[config.mk]
export PLATFORM = sky130hd
export DESIGN_NAME = latch_wr_seq
export DESIGN_NICKNAME = d
export VERILOG_FILES = /design/src/rtl/latch_wr_seq.sv
export SDC_FILE = /design/constraint.sdc
export NUM_CORES = 1
export LEC_CHECK = 0
export BUFFER_PORTS_ARGS = -buffer_cell sky130_fd_sc_hd__buf_2
export CAP_MARGIN = 20
export CORE_MARGIN = 10
export CORE_UTILIZATION = 53
export CTS_BUF_LIST = sky130_fd_sc_hd__clkbuf_16
export CTS_CLUSTER_DIAMETER = 80
export DETAILED_ROUTE_END_ITERATION = 16
export HOLD_SLACK_MARGIN = 0.08
export PLACE_DENSITY = 0.77
export SETUP_SLACK_MARGIN = 0.3
export SKIP_LAST_GASP = 1
export SYNTH_ARGS = -nofsm -noshare
export SYNTH_HDL_FRONTEND = slang
export SYNTH_SLANG_ARGS = --single-unit
[constraint.sdc]
create_clock -name clk -period 2.5 [get_ports clk]
set_input_delay 0.25 -clock clk [delete_from_list [all_inputs] [get_ports clk]]
set_output_delay 0.25 -clock clk [all_outputs]
set_load 0.01 [all_outputs]
[src/rtl/latch_wr_seq.sv]
// Write sequencer for a transparent D-latch bank: registered data/enable with
// programmable setup, pulse and hold windows around a glitch-free enable.
module latch_wr_seq #(
  parameter int WIDTH     = 8,
  parameter int SETUP_CYC = 1,
  parameter int PULSE_CYC = 2,
  parameter int HOLD_CYC  = 1
) (
  input  logic             clk,
  input  logic             rst_n,
  input  logic             req_valid,
  input  logic [WIDTH-1:0] req_data,
  output logic             req_ready,
  output logic [WIDTH-1:0] lat_in,
  output logic             lat_ena,
  output logic             busy,
  output logic             done
);

  generate
    if (WIDTH < 1 ||
        SETUP_CYC < 1 || SETUP_CYC > 255 ||
        PULSE_CYC < 1 || PULSE_CYC > 255 ||
        HOLD_CYC  < 1 || HOLD_CYC  > 255) begin : g_bad_param
      $error("latch_wr_seq: window lengths must be 1..255 and WIDTH >= 1");
    end
  endgenerate

  localparam logic [1:0] IDLE  = 2'd0;
  localparam logic [1:0] SETUP = 2'd1;
  localparam logic [1:0] PULSE = 2'd2;
  localparam logic [1:0] HOLD  = 2'd3;

  localparam logic [7:0] SETUP_LD = 8'(SETUP_CYC - 1);
  localparam logic [7:0] PULSE_LD = 8'(PULSE_CYC - 1);
  localparam logic [7:0] HOLD_LD  = 8'(HOLD_CYC - 1);

  logic [1:0] state;
  logic [7:0] cnt;

  // Every output is a flop so the latch enable can never glitch on input activity.
  always_ff @(posedge clk or negedge rst_n) begin
    if (!rst_n) begin
      state     <= IDLE;
      cnt       <= '0;
      req_ready <= 1'b1;
      lat_in    <= '0;
      lat_ena   <= 1'b0;
      busy      <= 1'b0;
      done      <= 1'b0;
    end else begin
      done <= 1'b0;
      case (state)
        IDLE: begin
          if (req_valid && req_ready) begin
            lat_in    <= req_data;
            cnt       <= SETUP_LD;
            state     <= SETUP;
            req_ready <= 1'b0;
            busy      <= 1'b1;
          end
        end
        SETUP: begin
          if (cnt == 8'd0) begin
            state   <= PULSE;
            lat_ena <= 1'b1;
            cnt     <= PULSE_LD;
          end else begin
            cnt <= cnt - 8'd1;
          end
        end
        PULSE: begin
          if (cnt == 8'd0) begin
            state   <= HOLD;
            lat_ena <= 1'b0;
            cnt     <= HOLD_LD;
          end else begin
            cnt <= cnt - 8'd1;
          end
        end
        HOLD: begin
          // ready rises with done so a back-to-back request lands in the done cycle
          if (cnt == 8'd0) begin
            state     <= IDLE;
            done      <= 1'b1;
            busy      <= 1'b0;
            req_ready <= 1'b1;
          end else begin
            cnt <= cnt - 8'd1;
          end
        end
        default: state <= IDLE;
      endcase
    end
  end

endmodule
Word level (Yosys, flattened, before mapping). Cells that the tools add are included.

Register bits after elaboration: 22. Latch bits: 0. RAM bits: 0. Memory bits (read-only): 0. Bits of input ports: 11. Output and inout port bits: 12. Word-level logic and storage cells: 45. Memories kept: 0.

Add/subtract/negate cells: 1. Multipliers: 0. Divide/modulo/power cells: 0. Order comparisons: 0. Eq/ne operators: 8. Shift operators: 0. Multiplexer cells: 19. Bitwise operators: 0. Reductions and logical operators: 10.

Operators with widths (number): 2-to-1 mux 8 bit (4); one-hot mux 8 bit (4 select lines) (1); inequality test 2 bit (second input constant) (5); logical NOT 8 bit (1); 2-to-1 mux 2 bit (4); one-hot mux 2 bit (4 select lines) (1); subtractor 8 x 1 -> 8 bit (second input constant) (1); 2-to-1 mux 1 bit (6); one-hot mux 1 bit (2 select lines) (3); AND reduction 3 bit (2); == test 2 bit (second input constant) (2); AND reduction 2 bit (2); AND reduction 4 bit (1); nonzero test 2 bit (2); == test 2 x 1 -> 1 bit (second input constant) (1); logical NOT 2 bit (1); logical AND 1 bit (1).

Longest topological paths before layout.
Depth in word-level cells: 3. Gate-level depth with buffers: 7. Gate-level depth less buffers: 7.

Worst setup path before layout. No wires, ideal clock.

Path kind: reg2reg. From: reg cnt[0]. To: reg state[1]. Library setup time: 0.128 ns. Arrival time: 1.591 ns. Data required time: 2.372 ns. Setup slack: 0.781 ns. Cell stages (with the launch flop): 7. Path buffers: 0. Period minus slack after synthesis: 1.719 ns. Cells stage by stage: dfrtp_1 inv_1 ha_1 nor3b_1 nand2_1 a21oi_2 mux2_1.

Longest elaborated chain between the ends: 3. Elaborated cells between the ends (all ways): 5. Classes of those cells: eq/ne: 3; reduce/logical: 2.

RTL lines: start: declaration (RTL line 39) `logic [7:0] cnt;`; start signal: assignment (RTL line 69) `cnt <= cnt - 8'd1;`; start signal: assignment (RTL line 78) `cnt <= cnt - 8'd1;`; start signal: assignment (RTL line 89) `cnt <= cnt - 8'd1;`; logical NOT 8 bit (*) (RTL line 64, 73, 83); inequality test 2 bit (no line); AND reduction 4 bit (no line) (*); end signal: assignment (RTL line 65) `state <= PULSE;`; end signal: assignment (RTL line 74) `state <= HOLD;`; end signal: assignment (RTL line 84) `state <= IDLE;`; end: declaration (RTL line 38) `logic [1:0] state;`.

Every way passes the cells marked *; elsewhere a longest branch is shown, timed or not. A chain may end at the register's enable or synchronous reset.

Final worst setup path. Ends and elaborated chain as after synthesis.

==> results.sh <==
export IMPL_synth_edff_count=0
export IMPL_nets=146
export IMPL_initial_core_util=0.570
export IMPL_root_buffer="clkbuf_16"
export IMPL_critical_path_arrival_ps=2140
export IMPL_max_clock_path_buffers=2
export IMPL_clock_latency_ps=250
export IMPL_nFillCells=139
export IMPL_crit_type="reg2reg"
export IMPL_preCtsSetupSlack_ps=580
export IMPL_hold_path_depth=2
export IMPL_rsz0062_at_grt="no"
export IMPL_synth_ff_type="dfrtp_1"
export IMPL_syn_instance_count=102
export IMPL_synthArstFlopShare=1.00
export IMPL_track_usage=0.115
export IMPL_cp_slowest_stage_delay_ps=420
export IMPL_finalWeightedCongestion=0.853
export IMPL_area_delta_synth_final_pct=22.1
export IMPL_grt_overflow_total=0
export IMPL_fin_tns_setup_ps=0
export IMPL_tightestPinTransition_ps=489
export IMPL_cp_data_required_time_ps=2640
export IMPL_cp_end_kind="flip-flop"
export IMPL_die_w_um=66.6
export IMPL_ant_nets=0
export IMPL_leakage_nw=0.721
export IMPL_drtIter0Drc=20
export IMPL_route_detailed_drc=0
export IMPL_wl_per_cell_um=16.1
export IMPL_slew_viol_final=0
export IMPL_cts_tree="done"
export IMPL_skew_ps=3.27
export IMPL_cap_violations=0
export IMPL_grt_pass1_wl_mm=3.92
export IMPL_synth_area_leaders="dfrtp_1 (46%), mux2_2 (7.8%), ha_1 (6.5%), nor2_1 (3.6%), a2111oi_4 (2.4%)"
export IMPL_setup_violations=0
export IMPL_outcome="complete, no violations"
export IMPL_hpwl_mm=1.77
export IMPL_cts_sinks=22
export IMPL_post_route_period_util=0.799
export IMPL_yosysWarningCount=0
export IMPL_routed_wl_mm=2.50
export IMPL_grt_max_degree=23
export IMPL_max_slew_margin_rel=0.674
export IMPL_ys_top_cells_by_count="dfrtp_1 (21), nor2_1 (11), mux2_2 (8)"
export IMPL_coreArea_um2=2020
export IMPL_die_height_um=66.6
export IMPL_hold_viol=0
export IMPL_synth_top_area_share=0.456
export IMPL_clock_fmax_mhz=500
export IMPL_drive_gt1_frac=0.320
export IMPL_ys_types=36
export IMPL_multi_input_area_um2=571
export IMPL_regArea_um2=552
export IMPL_path_clk_slew_ps=60
export IMPL_num_vias=888
export IMPL_syn_area_per_cell_um2=11.3
export IMPL_synth_most_common_cell="dfrtp_1"
export IMPL_antenna_found_initial=0
export IMPL_syn_num_nets=119
export IMPL_diodes=0
export IMPL_finalWorstSetupSlack_ps=502
export IMPL_h_tree_depth=1
export IMPL_power_density_nw_per_um2=581
export IMPL_ioPinCount=23
export IMPL_peakVddDrop_v=0.000491
export IMPL_drt_vias_per_instance=5.73
export IMPL_syn_area_um2=1150
export IMPL_synth_top_area_cell="dfrtp_1"
export IMPL_first_global_vias=868
export IMPL_io_buffers=22
export IMPL_synth_ff_latch_count=22
export IMPL_critPathLaunchType="flip-flop"
export IMPL_min_period_ps=2000
export IMPL_critPathMaxFanout=5
export IMPL_num_rows=16
export IMPL_worst_path_max_delay_cell="dfrtp_1"
export IMPL_floorplan_die_area_um2=4440
export IMPL_hold_class="in2reg"
export IMPL_worstRegToRegCells=6
export IMPL_cts_buffers=3
export IMPL_synth_seq_area_share=0.479
export IMPL_path_cells="inv_1 -> ha_1 -> nor3b_1 -> nand2_1 -> a21oi_2 -> mux2_1"
export IMPL_first_pass_iters=4
==> what timing repair did <==
item,4_1_cts,5_1_grt
buffers inserted,0,0
hold buffers,1,0
endpoints found under the hold margin,21,0
resized for setup,0,0
==> where the power goes <==
group	switching, mW	total, mW	internal [mW]
logic	0.00968	0.0164	0.00672
registers	0	0.356	0.356
clock network	0.128	0.446	0.318
==> layout make-up <==
cell class                      instances  share of cell area
Clock buffer                            3              0.0533
Sequential cell                        22               0.392
Timing Repair Buffer                   23              0.0853
Inverter                                7              0.0187
Multi-Input combinational cell         72               0.405
Clock inverter                          1              0.0213
Tap cell                               27              0.0240
==> path summary, 6_finish.rpt <==
kind	end	slack (ps)	start
worst max-delay path	state[1]	500	cnt[0]
worst min-delay path	lat_in[7]	230	req_data[7]
worst max register to register	state[1]	500	cnt[0]
worst min register to register	lat_in[5]	500	lat_in[5]
max in group asynchronous	req_ready	1650	rst_n
min in group asynchronous	cnt[4]	490	rst_n
==> metrics by stage <==
step	power (mW)	hold WS, ps	cells	utilization	area, um^2
after floorplan	0.363	-45.6	102	-	1150
after global placement	0.378	233	150	0.639	1290
after detailed placement	0.378	241	150	0.639	1290
after CTS	0.827	229	155	0.696	1410
after global routing	0.839	232	155	0.696	1410
final	0.818	227	155	0.696	1410
==> worst max-delay path, delay by kind of cell, from the launching register on <==
kind | cells | cell delay [ps]
AND/OR/NAND/NOR | 2 | 630
buffers and inverters | 1 | 120
adder cells (fa/ha/maj) | 1 | 190
multiplexers | 1 | 330
flip-flops | 1 | 420
AO/OA/AOI/OAI | 1 | 200
==> registers in the layout (all words and copies together) (netlist names) <==
name and count:
lat_in 8, lat_ena 1, busy 1, done 1, state 2, req_ready 1
cnt 8
==> cells by family after synthesis <==
logic type               after synthesis  share of synthesized area
AO/OA/AOI/OAI                         20                      0.142
XOR/XNOR                               3                     0.0228
adder cells (fa/ha/maj)                6                     0.0651
buffers and inverters                  8                     0.0261
flip-flops                            22                      0.479
multiplexers                          11                      0.105
AND/OR/NAND/NOR                       32                      0.160
==> placed cells by master, fill, tap and decap left out, types with 2 or more instances in the layout <==
master and instances:
xnor2_1 2, buf_2 22, a211oi_1 3, ha_1 6
mux2_2 8, dfrtp_1 21, or3_1 2, o21ai_0 2
nor2_1 11, nand4_1 2, nand3_1 2, inv_1 7
nand4b_1 2, nand2_1 6, a21oi_1 5, clkbuf_16 3
mux2i_1 2
==> metal layers <==
layer  global-route usage  vias up  share of wire
li1                     -      421              -
met1                0.119      436           0.40
met2                0.200       25           0.53
met3               0.0351        6          0.037
met4               0.0628        0          0.024
met5                    0        -              0
Power figures use the tool's default switching activity.
